$ cat config.mk
export PLATFORM = sky130hd
export DESIGN_NAME = wb_gpio_flat
export DESIGN_NICKNAME = d
export VERILOG_FILES = /design/src/rtl/wb_gpio_pkg.sv /design/src/rtl/wb_gpio_if.sv /design/src/rtl/wb_gpio_sync.sv /design/src/rtl/wb_gpio.sv /design/src/flat_wrapper.sv
export SDC_FILE = /design/constraint.sdc
export NUM_CORES = 1
export LEC_CHECK = 0
export CORE_UTILIZATION = 47
export CTS_CLUSTER_DIAMETER = 100
export DETAILED_ROUTE_END_ITERATION = 8
export PLACE_DENSITY_LB_ADDON = 0.05
export SKIP_LAST_GASP = 1
export SYNTH_ARGS = -nofsm -noshare
export SYNTH_HDL_FRONTEND = slang
export SYNTH_HIERARCHICAL = 1
export SYNTH_SLANG_ARGS = --single-unit
$ cat constraint.sdc
create_clock -name clk -period 2.87 [get_ports clk]
set_input_delay 0.4305 -clock clk [delete_from_list [all_inputs] [get_ports clk]]
set_output_delay 0.4305 -clock clk [all_outputs]
set_load 0.02 [all_outputs]
$ cat src/rtl/wb_gpio_pkg.sv
// Shared constants for the Wishbone GPIO port: register map, bus width, reset values.
package wb_gpio_pkg;

  localparam int DATA_W = 16;
  localparam int ADR_W  = 3;

  typedef enum logic [ADR_W-1:0] {
    ADR_OUT  = 3'd0,
    ADR_IN   = 3'd1,
    ADR_DIR  = 3'd2,
    ADR_IEN  = 3'd3,
    ADR_PEND = 3'd4,
    ADR_EDGE = 3'd5
  } reg_adr_e;

  localparam logic [DATA_W-1:0] RST_OUT  = '0;
  localparam logic [DATA_W-1:0] RST_DIR  = '0;
  localparam logic [DATA_W-1:0] RST_IEN  = '0;
  localparam logic [DATA_W-1:0] RST_PEND = '0;
  localparam logic [DATA_W-1:0] RST_EDGE = '0;

endpackage

$ cat src/rtl/wb_gpio_if.sv
// Pipelined Wishbone slave bundle; clock and reset travel with the bus.
interface if_wb (
  input logic clk,
  input logic rst
);

  logic                                  cyc;
  logic                                  stb;
  logic                                  we;
  logic [wb_gpio_pkg::ADR_W-1:0]         adr;
  logic [wb_gpio_pkg::DATA_W-1:0]        dat_i;
  logic [wb_gpio_pkg::DATA_W-1:0]        dat_o;
  logic                                  ack;
  logic                                  stall;

  modport master (
    input  clk, rst, dat_o, ack, stall,
    output cyc, stb, we, adr, dat_i
  );

  modport slave (
    input  clk, rst, cyc, stb, we, adr, dat_i,
    output dat_o, ack, stall
  );

endinterface

$ cat src/rtl/wb_gpio_sync.sv
// Per-bit pad synchroniser with rise/fall detection on the final stage.
module gpio_sync #(
  parameter int WIDTH       = 16,
  parameter int SYNC_STAGES = 2
) (
  input  logic             clk,
  input  logic             rst,
  input  logic [WIDTH-1:0] pins,
  output logic [WIDTH-1:0] sync,
  output logic [WIDTH-1:0] rise,
  output logic [WIDTH-1:0] fall
);

  logic [WIDTH-1:0] stage [SYNC_STAGES];
  logic [WIDTH-1:0] last;

  // NOTE: the stage array is reset too, so edge history starts from a known 0 after rst.
  always_ff @(posedge clk or posedge rst) begin
    if (rst) begin
      for (int i = 0; i < SYNC_STAGES; i++) stage[i] <= '0;
      last <= '0;
    end else begin
      stage[0] <= pins;
      for (int i = 1; i < SYNC_STAGES; i++) stage[i] <= stage[i-1];
      last <= stage[SYNC_STAGES-1];
    end
  end

  assign sync = stage[SYNC_STAGES-1];
  assign rise = sync & ~last;
  assign fall = ~sync & last;

endmodule

$ cat src/rtl/wb_gpio.sv
// Wishbone GPIO: direction, synchronised inputs, edge interrupts with W1C pending bits, wait states.
module wb_gpio
  import wb_gpio_pkg::*;
#(
  parameter int WIDTH       = 16,
  parameter int WAITCYCLES  = 0,
  parameter int SYNC_STAGES = 2
) (
  if_wb.slave              wb,
  output logic [WIDTH-1:0] io_out,
  output logic [WIDTH-1:0] io_oe,
  input  logic [WIDTH-1:0] io_in,
  output logic             irq
);

  logic              valid, accept, stall;
  logic [WIDTH-1:0]  out_q, dir_q, ien_q, pend_q, edge_q, pend_d;
  logic [WIDTH-1:0]  sync, rise, fall, wdata;
  logic [DATA_W-1:0] rd_data;

  assign valid    = wb.cyc & wb.stb;
  assign accept   = valid & ~stall;
  assign wdata    = wb.dat_i[WIDTH-1:0];
  assign wb.stall = stall;
  assign io_out   = out_q;
  assign io_oe    = dir_q;

  gpio_sync #(.WIDTH(WIDTH), .SYNC_STAGES(SYNC_STAGES)) u_sync (
    .clk  (wb.clk),
    .rst  (wb.rst),
    .pins (io_in),
    .sync (sync),
    .rise (rise),
    .fall (fall)
  );

  generate
    if (WAITCYCLES == 0) begin : g_nowait
      assign stall = 1'b0;
    end else begin : g_wait
      logic [2:0] wait_cnt;

      // NOTE: sequential state uses non-blocking assignments so every flop samples pre-edge values.
      always_ff @(posedge wb.clk or posedge wb.rst) begin
        if (wb.rst) begin
          wait_cnt <= 3'(WAITCYCLES);
        end else if (valid) begin
          wait_cnt <= (wait_cnt != 3'd0) ? wait_cnt - 3'd1 : 3'(WAITCYCLES);
        end
      end

      assign stall = valid & (wait_cnt != 3'd0);
    end
  endgenerate

  // NOTE: defaults first in every always_comb so no path leaves a signal unassigned (no latches).
  always_comb begin
    rd_data = '0;
    case (wb.adr)
      ADR_OUT:  rd_data = DATA_W'(out_q);
      ADR_IN:   rd_data = DATA_W'(sync);
      ADR_DIR:  rd_data = DATA_W'(dir_q);
      ADR_IEN:  rd_data = DATA_W'(ien_q);
      ADR_PEND: rd_data = DATA_W'(pend_q);
      ADR_EDGE: rd_data = DATA_W'(edge_q);
      default:  rd_data = '0;
    endcase
  end

  // Clear is applied before set, so a same-cycle edge keeps its pending bit.
  always_comb begin
    pend_d = pend_q;
    if (accept && wb.we && (wb.adr == ADR_PEND)) pend_d = pend_q & ~wdata;
    pend_d = pend_d | (edge_q & rise) | (~edge_q & fall);
  end

  always_ff @(posedge wb.clk or posedge wb.rst) begin
    if (wb.rst) begin
      out_q  <= RST_OUT[WIDTH-1:0];
      dir_q  <= RST_DIR[WIDTH-1:0];
      ien_q  <= RST_IEN[WIDTH-1:0];
      pend_q <= RST_PEND[WIDTH-1:0];
      edge_q <= RST_EDGE[WIDTH-1:0];
    end else begin
      pend_q <= pend_d;
      if (accept && wb.we) begin
        case (wb.adr)
          ADR_OUT:  out_q  <= wdata;
          ADR_DIR:  dir_q  <= wdata;
          ADR_IEN:  ien_q  <= wdata;
          ADR_EDGE: edge_q <= wdata;
          default:  ;
        endcase
      end
    end
  end

  always_ff @(posedge wb.clk or posedge wb.rst) begin
    if (wb.rst) begin
      wb.ack   <= 1'b0;
      wb.dat_o <= '0;
      irq      <= 1'b0;
    end else begin
      wb.ack <= accept;
      irq    <= |(pend_q & ien_q);
      if (accept && !wb.we) wb.dat_o <= rd_data;
    end
  end

endmodule
$ cat src/flat_wrapper.sv
// flat-port wrapper written by rule: the top's interface ports become plain ports
module wb_gpio_flat import wb_gpio_pkg::*;
#(
  parameter int WIDTH       = 16,
  parameter int WAITCYCLES  = 0,
  parameter int SYNC_STAGES = 2
)
  (io_out, io_oe, io_in, irq, clk, rst, wb_cyc, wb_stb, wb_we, wb_adr, wb_dat_i, wb_dat_o, wb_ack, wb_stall);
  if_wb wb_i (.clk(clk), .rst(rst));
  output logic [WIDTH-1:0] io_out;
  output logic [WIDTH-1:0] io_oe;
  input  logic [WIDTH-1:0] io_in;
  output logic irq;
  input wire logic clk;
  input wire logic rst;
  input wire logic [$bits(wb_i.cyc)-1:0] wb_cyc;
  input wire logic [$bits(wb_i.stb)-1:0] wb_stb;
  input wire logic [$bits(wb_i.we)-1:0] wb_we;
  input wire logic [$bits(wb_i.adr)-1:0] wb_adr;
  input wire logic [$bits(wb_i.dat_i)-1:0] wb_dat_i;
  output wire logic [$bits(wb_i.dat_o)-1:0] wb_dat_o;
  output wire logic [$bits(wb_i.ack)-1:0] wb_ack;
  output wire logic [$bits(wb_i.stall)-1:0] wb_stall;
  assign wb_i.cyc = wb_cyc;
  assign wb_i.stb = wb_stb;
  assign wb_i.we = wb_we;
  assign wb_i.adr = wb_adr;
  assign wb_i.dat_i = wb_dat_i;
  assign wb_dat_o = wb_i.dat_o;
  assign wb_ack = wb_i.ack;
  assign wb_stall = wb_i.stall;
  wb_gpio #(.WIDTH(WIDTH), .WAITCYCLES(WAITCYCLES), .SYNC_STAGES(SYNC_STAGES)) u_core (.wb(wb_i), .io_out(io_out), .io_oe(io_oe), .io_in(io_in), .irq(irq));
endmodule
==> impl_metrics.csv, run 1 <==
group,metric,value,unit
status,status,"completed",
sta,finalCritPeriodShare,68.7,%
sta,fin_skew,0.0119,ns
synthesis,syn_inst,467,
setup_path,cp_max_fo,9,
synthesis,synth_edf_count,0,
cts,post_cts_resized,0,
grt,grt_pass1_vias,4179,
cts,cts_buffer_depth,2,
grt,overflow,0,
cells_and_area,mostFrequentLayoutCells,"dfrtp_1, clkdlybuf4s50_1, mux2_2",
sta,max_clock_freq,0.507,GHz
sta,max_slew_margin,54.2,%
sta,finalSetupTns,0,ns
synthesis,ys.flop_type,"dfrtp_1",
synthesis,synth_cell_types,36,
grt,grt_max_degree,99,
grt,grt_pass1_wl,23900,um
grt,track_usage,23.1,%
cells_and_area,final_common_cell,"dfrtp_1",
cts,ctsHoldBuffers,0,
die,io_pins,91,
cts,clockRootBuffer,"clkbuf_16",
synthesis,yosysWarnings,6,
synthesis,synthArstFlopShare,100,%
sta,setup_viol,0,
die,start_util,47.9,%
synthesis,yosysTopAreaCell,"dfrtp_1",
cells_and_area,final_cells,744,
detailed_routing,post_drt_via_cell_ratio,5.44,
placement,dp_hpwl,9960,um
detailed_routing,routed_wl,14700,um
cells_and_area,area_delta_synth_final,25.1,%
die,die-area,0.0139,mm^2
detailed_routing,wl_per_cell,19.7,um
worst_hold_path,hold_class,"reg -> reg",
setup_path,start_kind,"input port",
cts,cts.clk_slew.worst_paths,0.05,ns
setup_path,crit_path_end_kind,"flip-flop",
synthesis,synthesis.nets,507,
detailed_routing,vias,4044,
sta,worst-slew-pin-transition,0.687,ns
synthesis,syn_area,0.00632,mm^2
setup_path,slowest_stage,"clkdlybuf4s50_1",
power,power.density,719,mW/mm^2
cts,cts_tree,"done",
setup_path,slowest_delay,0.62,ns
detailed_routing,drt_iter0_markers,320,
cts,htreeDepth,4,
die,die_y,118,um
setup_path,arrival,2.28,ns
flow_run,max-cap-violations,0,
placement,place_inst,716,
sta,rsz0062_at_grt,"false",
setup_path,cp.required,3.18,ns
power,total_power,5.69,mW
setup_path,critPathKind,"in -> reg",
detailed_routing,firstDrtPassIters,6,
grt,antenna_found_initial,0,
sta,slew_viol_final,0,
setup_path,path_cells,"clkdlybuf4s50_1 -> nor2_1 -> nand4_2 -> buf_4 -> mux2_2",
cells_and_area,final_nets,599,
sta,hold_viol,0,
detailed_routing,antenna_left,0,
synthesis,ys_ff_latch,146,
cts,clock-sinks,146,
die,coreArea,0.0132,mm^2
cells_and_area,drive_gt1_share,30.1,%
cells_and_area,final_util,60.0,%
cells_and_area,antenna_cells,0,
synthesis,ys_seq_area_share,57.8,%
placement,port_buffers,89,
synthesis,synth.area.top_cells,"dfrtp_1, mux2_2, and2b_2",
power,p_leak,3.42,nW
synthesis,synth_top_area_share,57.8,%
detailed_routing,drc,0,
sta,finalCriticalPeriod,1.97,ns
cts,numCtsBuffers,17,
die,row_count,42,
power,vdd_drop_max,0.432,mV
placement,gp_congestion,0.824,
synthesis,syn_avg_cell_area,13.5,um^2
cts,cts_setup_buffers,0,
cts,clock_latency,0.42,ns
die,die_w,118,um
==> synthesized netlist by cell type (7+ instances only) <==
| library cell | count |
|---|---|
| nor2_1 | 22 |
| and2b_2 | 32 |
| a221oi_1 | 14 |
| mux2_2 | 73 |
| dfrtp_1 | 146 |
| buf_4 | 21 |
| nor2b_1 | 19 |
| a221o_1 | 16 |
| a21oi_1 | 12 |
| nand3_1 | 7 |
| mux2i_1 | 17 |
| nand2_1 | 28 |
==> power breakdown <==
group	leakage (nW)	switching (mW)	internal, mW
Sequential	1.73	0.211	2.32
Combinational	1.41	0.481	0.567
Clock	0.280	0.787	1.32
Total	3.42	1.48	4.21
==> final timing paths <==
kind	from	end	slack [ns]	cells past startpoint
worst max-delay path	wb_adr[1]	u_core/io_out[4]$_DFFE_PP0P_	0.90	5
worst max register to register	u_core/u_sync/sync[11]$_DFF_PP0_	u_core/wb.dat_o[11]$_DFFE_PP0P_	1.48	4
worst min-delay path	u_core/u_sync/stage[20]$_DFF_PP0_	u_core/u_sync/sync[4]$_DFF_PP0_	0.35	0
worst min register to register	u_core/u_sync/stage[20]$_DFF_PP0_	u_core/u_sync/sync[4]$_DFF_PP0_	0.35	0
max in group asynchronous	rst	u_core/u_sync/last[2]$_DFF_PP0_	1.81	3
min in group asynchronous	rst	u_core/io_out[5]$_DFFE_PP0P_	0.50	3
==> cells by family after synthesis <==
family	Yosys count	synth area share (%)
other cells	1	0.0593
mux	96	17.8
simple gates	119	12.1
buf+inv	42	4.41
compound gates	63	7.86
flops	146	57.8
==> registers in the layout, summed over array words and instances (netlist names) <==
signal / flops
u_core/u_sync/sync: 16
u_core/u_sync/stage: 16
u_core/wb.ack: 1
u_core/u_sync/last: 16
u_core/wb.dat_o: 16
u_core/pend_q: 16
u_core/ien_q: 16
u_core/io_out: 16
u_core/irq: 1
u_core/edge_q: 16
u_core/io_oe: 16
==> area by class of cell <==
class | count | area (um^2)
multi-input combinational | 279 | 2390
clock buffer | 21 | 470
tap | 176 | 220
sequential | 146 | 3650
timing repair buffer | 109 | 1060
fill | 1083 | 5280
clock inverter | 7 | 85.1
inverter | 6 | 26.3
==> worst max-delay path: cells and delay by family <==
family / cells / cell delay, ns
simple gates: 2 / 0.66
mux: 1 / 0.28
buf+inv: 2 / 0.91
==> stage by stage <==
stage | cell area, um^2 | hold slack, ns | worst slack [ns]
4_1_cts | 7910 | 0.347 | 0.887
3_3_place_gp | 7350 | 0.331 | 0.442
3_5_place_dp | 7350 | 0.335 | 0.463
6_report | 7910 | 0.346 | 0.898
5_1_grt | 7910 | 0.353 | 0.766
2_1_floorplan | 6330 | 0.331 | 1.17
==> layer usage <==
| layer | vias up | share of wire (%) | track usage, % |
|---|---|---|---|
| li1 | 1844 | - | - |
| met1 | 2066 | 43 | 31.2 |
| met2 | 117 | 50 | 36.2 |
| met3 | 17 | 5.0 | 5.81 |
| met4 | 0 | 1.6 | 8.49 |
| met5 | - | 0 | 0 |
Power figures use the tool's default switching activity.
==> run 2: changes to the inputs <==
- clock period: 2.87 -> 1.8 ns (I/O delays scaled with it)
==> impl_metrics.csv, run 2 (synthesis results as in run 1) <==
group,metric,value,unit
sta,fin_ws,0.0767,ns
setup_path,critPathKind,"reg -> out",
setup_path,crit_path_end_kind,"output pin",
placement,dp_slack,-0.188,ns
grt,overflow,0,
detailed_routing,firstDrtPassIters,6,
sta,finalCritPeriodShare,95.7,%
setup_path,start_kind,"flip-flop",
setup_path,r2r_setup_slack,0.34,ns
setup_path,slowest_delay,0.63,ns
cells_and_area,final_nets,632,
cts,ctsHoldBuffers,0,
die,start_util,47.9,%
setup_path,path_buf_inv,1,
setup_path,cp_max_fo,2,
sta,slew_viol_final,0,
cells_and_area,antenna_cells,0,
detailed_routing,wl_per_cell,19.5,um
detailed_routing,antenna_left,0,
detailed_routing,post_drt_via_cell_ratio,5.40,
placement,dp_hpwl,10800,um
cts,cts_setup_buffers,0,
detailed_routing,vias,4211,
die,die-area,0.0139,mm^2
cts,htreeDepth,4,
cells_and_area,stdcell_area,0.00823,mm^2
die,coreArea,0.0132,mm^2
cts,numCtsBuffers,17,
power,vdd_drop_max,0.609,mV
cells_and_area,final_common_cell,"dfrtp_1",
cts,cts_buffer_depth,2,
power,p_leak,3.61,nW
flow_run,max-cap-violations,0,
setup_path,path_cells,"clkdlybuf4s50_1",
setup_path,cp.required,1.53,ns
setup_path,rr_endpoint,"u_core/wb.dat_o[14]$_DFFE_PP0P_",
cts,cts_tree,"done",
setup_path,arrival,1.45,ns
placement,port_buffers,89,
setup_path,worstRegToRegCells,3,
detailed_routing,routed_wl,15200,um
die,die_w,118,um
cts,clock-sinks,146,
placement,dpl_cell_area,0.00766,mm^2
sta,fin_skew,0.00577,ns
die,io_pins,91,
cts,post_cts_resized,0,
cells_and_area,final_util,62.4,%
cts,cts.clk_slew.worst_paths,0.06,ns
detailed_routing,drt_iter0_markers,274,
sta,max_clock_freq,0.580,GHz
grt,antenna_found_initial,0,
die,die_y,118,um
grt,grt_max_degree,49,
cts,clockRootBuffer,"clkbuf_16",
sta,finalCriticalPeriod,1.72,ns
cts,clock_latency,0.43,ns
power,power.density,1110,mW/mm^2
status,status,"completed",
cells_and_area,area_delta_synth_final,30.2,%
cells_and_area,mostFrequentLayoutCells,"dfrtp_1, clkdlybuf4s50_1, mux2_2",
placement,gp_congestion,0.807,
worst_hold_path,hold_class,"in -> async",
die,row_count,42,
sta,setup_viol,0,
grt,grt_pass1_vias,4377,
detailed_routing,drc,0,
grt,grt_pass1_wl,24600,um
sta,hold_viol,0,
grt,track_usage,23.7,%
cells_and_area,drive_gt1_share,34.3,%
sta,rsz0062_at_grt,"false",
setup_path,cp_top_family,"buffers and inverters",
setup_path,timing.rr.start,"u_core/ien_q[14]$_DFFE_PP0P_",
setup_path,slowest_stage,"clkdlybuf4s50_1",
[run 2: layout make-up]
| cell class | count | area (um^2) |
|---|---|---|
| clock buffer | 20 | 457 |
| clock inverter | 11 | 113 |
| fill | 1047 | 4960 |
| inverter | 6 | 26.3 |
| multi-input combinational | 279 | 2390 |
| sequential | 146 | 3650 |
| tap | 176 | 220 |
| timing repair buffer | 142 | 1370 |
[run 2: metrics by stage]
step | setup TNS (ns) | std cells | power (mW) | hold WS (ns)
global route | 0 | 780 | 9.56 | 0.266
finish | 0 | 780 | 9.16 | 0.274
CTS | 0 | 780 | 9.25 | 0.267
floorplan | 0 | 467 | 4.99 | 0.301
global placement | -9.71 | 749 | 5.80 | 0.332
detailed placement | -13.49 | 749 | 5.84 | 0.336
[run 2: report_power, final]
part | internal (mW) | leakage [nW] | switching [mW]
registers | 3.70 | 1.73 | 0.338
clock network | 2.08 | 0.277 | 1.30
logic | 0.957 | 1.60 | 0.781
total | 6.74 | 3.61 | 2.42
[run 2: how the worst max path moves through the flow]
stage                                               from                         endpoint  slack [ns]  cells after the start
after floorplan                                wb_adr[0]  u_core/wb.dat_o[12]$_DFFE_PP0P_        0.26                      6
after global placement                         wb_adr[2]    u_core/io_out[14]$_DFFE_PP0P_       -0.15                      5
after detailed placement                       wb_adr[2]    u_core/io_out[10]$_DFFE_PP0P_       -0.19                      5
after CTS                 u_core/wb.dat_o[0]$_DFFE_PP0P_                      wb_dat_o[0]        0.06                      1
after global routing         u_core/io_oe[0]$_DFFE_PP0P_                         io_oe[0]        0.02                      1
final                     u_core/wb.dat_o[0]$_DFFE_PP0P_                      wb_dat_o[0]        0.08                      1
[run 2: worst min-delay path: cells and delay by family]
| kind | cells | cell delay, ns |
|---|---|---|
| buffers and inverters | 3 | 0.82 |
[run 2: routing by layer]
metal	vias up	track usage (%)	share of wire [%]	wire length, um
li1	1924	-	-	-
met3	23	5.43	3.8	583
met4	0	9.94	1.9	285
met1	2143	31.9	46	6970
met5	-	0	0	0
met2	121	37.0	48	7340
